## src/rtl/inv_eop_pkg.sv

```systemverilog
// rtl/inv_eop_pkg.sv - shared types and constants for the inverter-chain stimulus sequencer
// Holds the sequencer state encoding, the minimum check delay after a toggle,
// and the synchronizer depth used on the chain outputs.
package inv_eop_pkg;

  typedef enum logic [1:0] {
    ST_IDLE   = 2'd0,
    ST_ARM    = 2'd1,
    ST_WAIT   = 2'd2,
    ST_FINISH = 2'd3
  } state_t;

  // Two synchronizer flops plus at least one cycle for the chain itself.
  localparam int SETTLE_MIN  = 3;
  localparam int SYNC_STAGES = 2;

endpackage

```

## src/rtl/sync2.sv

```systemverilog
// rtl/sync2.sv - multi-flop synchronizer for an asynchronous single-bit input
// Ports:
//   sys_clk  in  sampling clock
//   rst      in  synchronous active-high reset, clears every stage
//   d        in  asynchronous input
//   q        out synchronized output, STAGES cycles behind d
module sync2
  import inv_eop_pkg::*;
#(
  parameter int STAGES = SYNC_STAGES
) (
  input  logic sys_clk,
  input  logic rst,
  input  logic d,
  output logic q
);

  logic [STAGES-1:0] ff_q;

  always_ff @(posedge sys_clk) begin
    if (rst) begin
      ff_q <= '0;
    end else begin
      ff_q <= {ff_q[STAGES-2:0], d};
    end
  end

  assign q = ff_q[STAGES-1];

endmodule

```

## src/rtl/stim_seq_ctrl.sv

```systemverilog
// rtl/stim_seq_ctrl.sv - counted stimulus burst generator with output polarity self-check
// Drives a gated burst of toggles onto inverter chain A and/or B and counts the
// checks where a synchronized chain output does not equal the inverted stimulus.
// Ports:
//   sys_clk, rst          clock and synchronous active-high reset
//   start                 burst request, honoured only when idle
//   chain_sel             bit0 enables chain A, bit1 enables chain B (latched)
//   half_period           cycles between toggles, 0 runs as 1 (latched)
//   n_edges               toggles per burst, bit0 ignored (latched)
//   settle                cycles after a toggle at which outputs are checked (latched)
//   a_in, b_in            asynchronous chain outputs
//   stim_a, stim_b        registered chain drivers
//   busy, done            burst in progress / one-cycle end-of-burst pulse
//   edge_cnt              toggles issued in the current or last burst
//   mismatch_cnt          failed checks, saturating
module stim_seq_ctrl
  import inv_eop_pkg::*;
#(
  parameter int DIV_W = 8,
  parameter int CNT_W = 16
) (
  input  logic             sys_clk,
  input  logic             rst,
  input  logic             start,
  input  logic [1:0]       chain_sel,
  input  logic [DIV_W-1:0] half_period,
  input  logic [CNT_W-1:0] n_edges,
  input  logic [3:0]       settle,
  input  logic             a_in,
  input  logic             b_in,
  output logic             stim_a,
  output logic             stim_b,
  output logic             busy,
  output logic             done,
  output logic [CNT_W-1:0] edge_cnt,
  output logic [CNT_W-1:0] mismatch_cnt
);

  localparam logic [DIV_W-1:0] W_ONE = {{(DIV_W-1){1'b0}}, 1'b1};
  localparam logic [CNT_W-1:0] C_ONE = {{(CNT_W-1){1'b0}}, 1'b1};
  localparam logic [DIV_W-1:0] S_MIN = DIV_W'(SETTLE_MIN);

  state_t state_q, state_d;

  logic             lvl_q, lvl_d;
  logic             stim_a_q, stim_b_q;
  logic             busy_q, busy_d;
  logic             done_q, done_d;
  logic [CNT_W-1:0] edge_q, edge_d;
  logic [CNT_W-1:0] mis_q, mis_d;
  logic [DIV_W-1:0] w_q, w_d;
  logic             latch_cfg;

  // Burst configuration captured at start
  logic             sel_a_q, sel_b_q;
  logic [DIV_W-1:0] h_q;
  logic [CNT_W-1:0] n_q;
  logic [DIV_W-1:0] s_q;

  logic             sync_a, sync_b;

  sync2 u_sync_a (.sys_clk(sys_clk), .rst(rst), .d(a_in), .q(sync_a));
  sync2 u_sync_b (.sys_clk(sys_clk), .rst(rst), .d(b_in), .q(sync_b));

  // Effective configuration derived from the live inputs at start time.
  logic [DIV_W-1:0] h_eff;
  logic [DIV_W-1:0] settle_ext;
  logic [DIV_W-1:0] settle_clamp;
  logic [DIV_W-1:0] s_eff;
  logic [CNT_W-1:0] n_eff;

  always_comb begin
    h_eff        = (half_period == '0) ? W_ONE : half_period;
    settle_ext   = DIV_W'(settle);
    settle_clamp = (settle_ext < S_MIN) ? S_MIN : settle_ext;
    // The check must land inside the toggle interval, so cap it at H.
    s_eff        = (settle_clamp < h_eff) ? settle_clamp : h_eff;
    // Forcing N even guarantees the stimulus always returns low.
    n_eff        = {n_edges[CNT_W-1:1], 1'b0};
  end

  // Outputs should read as the inverse of the current level; a synced output
  // equal to lvl is a polarity failure on an enabled chain.
  logic chk_fail;
  assign chk_fail = (sel_a_q && (sync_a == lvl_q)) ||
                    (sel_b_q && (sync_b == lvl_q));

  always_comb begin
    state_d   = state_q;
    lvl_d     = lvl_q;
    edge_d    = edge_q;
    mis_d     = mis_q;
    w_d       = w_q;
    busy_d    = busy_q;
    latch_cfg = 1'b0;

    case (state_q)
      ST_IDLE: begin
        if (start) begin
          state_d   = ST_ARM;
          latch_cfg = 1'b1;
          edge_d    = '0;
          mis_d     = '0;
          busy_d    = 1'b1;
        end
      end
      ST_ARM: begin
        if (n_q == '0) begin
          state_d = ST_FINISH;
        end else begin
          lvl_d   = ~lvl_q;
          edge_d  = C_ONE;
          w_d     = W_ONE;
          state_d = ST_WAIT;
        end
      end
      ST_WAIT: begin
        w_d = w_q + W_ONE;
        if ((w_q == s_q) && chk_fail && (mis_q != '1)) begin
          mis_d = mis_q + C_ONE;
        end
        if (w_q == h_q) begin
          if (edge_q == n_q) begin
            state_d = ST_FINISH;
          end else begin
            lvl_d  = ~lvl_q;
            edge_d = edge_q + C_ONE;
            w_d    = W_ONE;
          end
        end
      end
      ST_FINISH: begin
        busy_d  = 1'b0;
        state_d = ST_IDLE;
      end
      default: begin
        state_d = ST_IDLE;
      end
    endcase

    // done is registered, so raise it on the way into FINISH so it is high
    // for exactly the FINISH cycle.
    done_d = (state_d == ST_FINISH);
  end

  always_ff @(posedge sys_clk) begin
    if (rst) begin
      state_q  <= ST_IDLE;
      lvl_q    <= 1'b0;
      stim_a_q <= 1'b0;
      stim_b_q <= 1'b0;
      busy_q   <= 1'b0;
      done_q   <= 1'b0;
      edge_q   <= '0;
      mis_q    <= '0;
      w_q      <= '0;
      sel_a_q  <= 1'b0;
      sel_b_q  <= 1'b0;
      h_q      <= '0;
      n_q      <= '0;
      s_q      <= '0;
    end else begin
      state_q  <= state_d;
      lvl_q    <= lvl_d;
      stim_a_q <= lvl_d & sel_a_q;
      stim_b_q <= lvl_d & sel_b_q;
      busy_q   <= busy_d;
      done_q   <= done_d;
      edge_q   <= edge_d;
      mis_q    <= mis_d;
      w_q      <= w_d;
      if (latch_cfg) begin
        sel_a_q <= chain_sel[0];
        sel_b_q <= chain_sel[1];
        h_q     <= h_eff;
        n_q     <= n_eff;
        s_q     <= s_eff;
      end
    end
  end

  assign stim_a       = stim_a_q;
  assign stim_b       = stim_b_q;
  assign busy         = busy_q;
  assign done         = done_q;
  assign edge_cnt     = edge_q;
  assign mismatch_cnt = mis_q;

endmodule

```

## config.mk

```make
export PLATFORM = sky130hd
export DESIGN_NAME = stim_seq_ctrl
export DESIGN_NICKNAME = d
export VERILOG_FILES = /design/src/rtl/inv_eop_pkg.sv /design/src/rtl/sync2.sv /design/src/rtl/stim_seq_ctrl.sv
export SDC_FILE = /design/constraint.sdc
export NUM_CORES = 1
export LEC_CHECK = 0
export BUFFER_PORTS_ARGS = -buffer_cell sky130_fd_sc_hd__buf_2
export CAP_MARGIN = 10
export CELL_PAD_IN_SITES_DETAIL_PLACEMENT = 1
export CELL_PAD_IN_SITES_GLOBAL_PLACEMENT = 2
export CORE_ASPECT_RATIO = 0.9
export CORE_MARGIN = 2
export CORE_UTILIZATION = 36
export DETAILED_ROUTE_END_ITERATION = 8
export GPL_TIMING_DRIVEN = 1
export PLACE_DENSITY = 0.91
export SETUP_SLACK_MARGIN = 0.4
export SYNTH_ARGS = -nofsm -noshare
export SYNTH_HDL_FRONTEND = slang
export SYNTH_SLANG_ARGS = --single-unit
```

## constraint.sdc

```tcl
create_clock -name sys_clk -period 5.1 [get_ports sys_clk]
set_clock_uncertainty 0.2 [all_clocks]
set_input_delay 0.255 -clock sys_clk [delete_from_list [all_inputs] [get_ports sys_clk]]
set_output_delay 0.255 -clock sys_clk [all_outputs]
set_load 0.05 [all_outputs]
```

==> results.sh <==
export IMPL_maxSlewViolCount=0
export IMPL_maxCapViolCount=0
export IMPL_die_area_sq_um=12400
export IMPL_grt_pass1_vias=4065
export IMPL_clock_latency_ns=0.34
export IMPL_layoutNonFillerInstCount=735
export IMPL_path_buf_inv=0
export IMPL_dp_slack_ns=2.14
export IMPL_rows=37
export IMPL_cp_max_fo=12
export IMPL_start_util_pct=36.5
export IMPL_p_comb_share_pct=36.4
export IMPL_cpMaxStageDelayCell="a21boi_1"
export IMPL_grt_use_total_pct=20.3
export IMPL_finalPower_mw=2.22
export IMPL_numCtsBuffers=9
export IMPL_clock_root_buffer="clkbuf_16"
export IMPL_layout_commonest_cell="dfxtp_1"
export IMPL_via_count=3837
export IMPL_drt_iter0_drc=172
export IMPL_holdPathStages=3
export IMPL_grt_max_degree=44
export IMPL_post_cts_resized=0
export IMPL_antenna_cells=0
export IMPL_gp_congestion=0.813
export IMPL_wl_per_cell_um=16.0
export IMPL_pwr_share_seq_pct=36.6
export IMPL_io_pins=71
export IMPL_timing_hold_ws_ns=0.00515
export IMPL_min_period_over_period_pct=59.1
export IMPL_fin_nets=619
export IMPL_core_area_sq_um=11300
export IMPL_die_w_um=117
export IMPL_critPathLaunchType="flip-flop"
export IMPL_p_leak_nw=2.07
export IMPL_rr_endpoint="edge_cnt[11]"
export IMPL_drc=0
export IMPL_drtPass1Iterations=4
export IMPL_crit_chain="xor2_1 -> nor4_1 -> nand4_1 -> a21boi_1 -> nor3_1 -> a31oi_1 -> a211oi_1"
export IMPL_clockPowerShare_pct=27.0
export IMPL_ys_async_sr_fraction_pct=0
export IMPL_peakVddDrop_mv=0.215
export IMPL_critPathArrivalTime_ns=3.02
export IMPL_portBuffers=69
export IMPL_min_to="n_q[3]"
export IMPL_crit_path_end_kind="flip-flop"
export IMPL_synth_cell_type_count=52
export IMPL_ys_seq_area_share_pct=40.6
export IMPL_final_cell_mix="84 x dfxtp_1, 73 x nand2_1, 69 x buf_2"
export IMPL_p_sw_uw=860
export IMPL_syn_area_per_cell_sq_um=8.33
export IMPL_antenna_left=0
export IMPL_die_h_um=106
export IMPL_clock_sinks=84
export IMPL_grt_pass1_wl_um=19700
export IMPL_synth_flop_cell="dfxtp_1"
export IMPL_reg2reg_from="edge_cnt[9]"
export IMPL_clk_pin_slew_ns=0.06
export IMPL_hpwl_um=8480
export IMPL_tns_ns=0
export IMPL_place_inst=695
export IMPL_synth_edf_count=0
export IMPL_syn2layout_area_growth_pct=23.3
export IMPL_slowest_delay_ns=0.77
export IMPL_rsz0062_at_grt="no"
export IMPL_cts_htree_levels=3
export IMPL_ys_ff_latch=84
export IMPL_r2r_cells=7
export IMPL_syn_nets=542
export IMPL_timing_fmax_mhz=332
export IMPL_grt_overflow=0
export IMPL_setup_ws_ns=2.08
export IMPL_crit_required_ns=5.10
export IMPL_utilization_pct=45.0
export IMPL_status="finished, final reports clean"
export IMPL_drive_gt1_share_pct=16.9
export IMPL_hp_class="in -> reg"
export IMPL_final_area_sq_um=5100
export IMPL_power_switching_share_pct=38.7
export IMPL_clk_path_buf_depth=2
export IMPL_rrSetupSlack_ns=2.08
export IMPL_crit_type="reg -> reg"
export IMPL_placed_area_sq_um=4570
export IMPL_yosysWarnings=0
export IMPL_critPathTopFamily="compound AO/OA/AOI/OAI gates"
export IMPL_finalCriticalPeriod_ns=3.02
export IMPL_cts_setup_buffers=0
export IMPL_relSlewSlack_pct=43.8
export IMPL_synth_top_area_cell="dfxtp_1"
export IMPL_antenna_found_initial=0
export IMPL_pwr_density_cell_nw_per_um2=436
export IMPL_synth_area_sq_um=4140
export IMPL_wirelength_um=11700
export IMPL_cts_tree="built"
export IMPL_via_per_inst=5.22
export IMPL_hold_viol_final=0
export IMPL_power_internal_mw=1.36
export IMPL_synthTopCellsByArea="dfxtp_1 41%, nand2_1 6.6%, xor2_1 6.3%"
export IMPL_hold_start="n_edges[3]"
export IMPL_postSynthCellCount=497
export IMPL_setup_violations_final=0
export IMPL_synth_top_area_share_pct=40.6
export IMPL_worst_pin_slew_ns=0.841
-- final cells by class --
class                      count  area, sq um
fill                        1358         6240
multi-input combinational    373         2300
sequential                    84         1680
timing repair buffer          95          618
clock buffer                  12          246
tap                          156          195
inverter                      11         41.3
clock inverter                 4         25.0
-- flip-flops by register name, indices dropped and copies added, names as in the netlist, named ones only --
| register | count |
|---|---|
| h_q | 8 |
| n_q | 15 |
| sel_b_q | 1 |
| s_q | 8 |
| u_sync_b.ff_q | 2 |
| state_q | 2 |
| busy | 1 |
| stim_a | 1 |
| edge_cnt | 16 |
| u_sync_a.ff_q | 2 |
| stim_b | 1 |
| sel_a_q | 1 |
| mismatch_cnt | 16 |
| w_q | 8 |
| done | 1 |
-- Yosys cell counts (all sizes together), types with 4 or more instances --
cell type,instances
dfxtp,84
and3,11
clkbuf,25
xnor2,28
or4,5
nand4b,6
nand2,73
a21oi,37
a211oi,5
a311oi,4
nor2b,8
a31oi,5
nor4,11
nor2,49
nand2b,4
xor2,30
o21ai,13
nor3,7
ha,10
inv,11
buf,4
mux2i,4
nand3,19
nor3b,4
nand4,11
-- metal layers --
metal | wire length (um) | share of wire (%) | track usage (%) | vias up
met5 | 0 | 0 | 0 | -
met1 | 5480 | 47 | 25.5 | 1852
met3 | 479 | 4.1 | 5.46 | 18
met2 | 5630 | 48 | 33.7 | 86
li1 | - | - | - | 1881
met4 | 165 | 1.4 | 6.47 | 0
-- how the worst max path moves through the flow --
stage,start,endpoint,depth (start not counted)
after detailed placement,edge_cnt[9],edge_cnt[11],7
after global routing,edge_cnt[12],edge_cnt[11],7
after global placement,edge_cnt[9],edge_cnt[11],7
after floorplan,mismatch_cnt[0],mismatch_cnt[3],8
final,edge_cnt[9],edge_cnt[11],7
after CTS,edge_cnt[9],edge_cnt[11],7
-- what timing repair did --
| action | in CTS | in global routing |
|---|---|---|
| hold buffers | 23 | 0 |
| setup endpoints to repair | 0 | 0 |
| endpoints found under the hold margin | 23 | 0 |
-- worst min-delay path, delay by kind of cell --
family,cells,cell delay (ns)
buf+inv,1,0.09
compound gates,1,0.06
simple gates,1,0.07
-- logic make-up after synthesis --
group | count (synthesis) | synth area share, %
AOI/OAI and AO/OA | 85 | 13.3
and+or+nand+nor | 216 | 25.9
muxes | 4 | 0.967
xor gates and xnor gates | 58 | 12.3
DFF | 84 | 40.6
adders and majority gates | 10 | 3.02
buffers and inverters | 40 | 3.90
-- power by group through the flow --
stage	clock, mW	sequential [mW]	combinational (mW)
after CTS	0.617	0.815	0.793
after detailed placement	0	0.827	0.773
after global routing	0.643	0.826	0.911
after global placement	0	0.823	0.741
after floorplan	0	0.848	0.558
final	0.601	0.814	0.808
(Power assumes the default switching activity.)
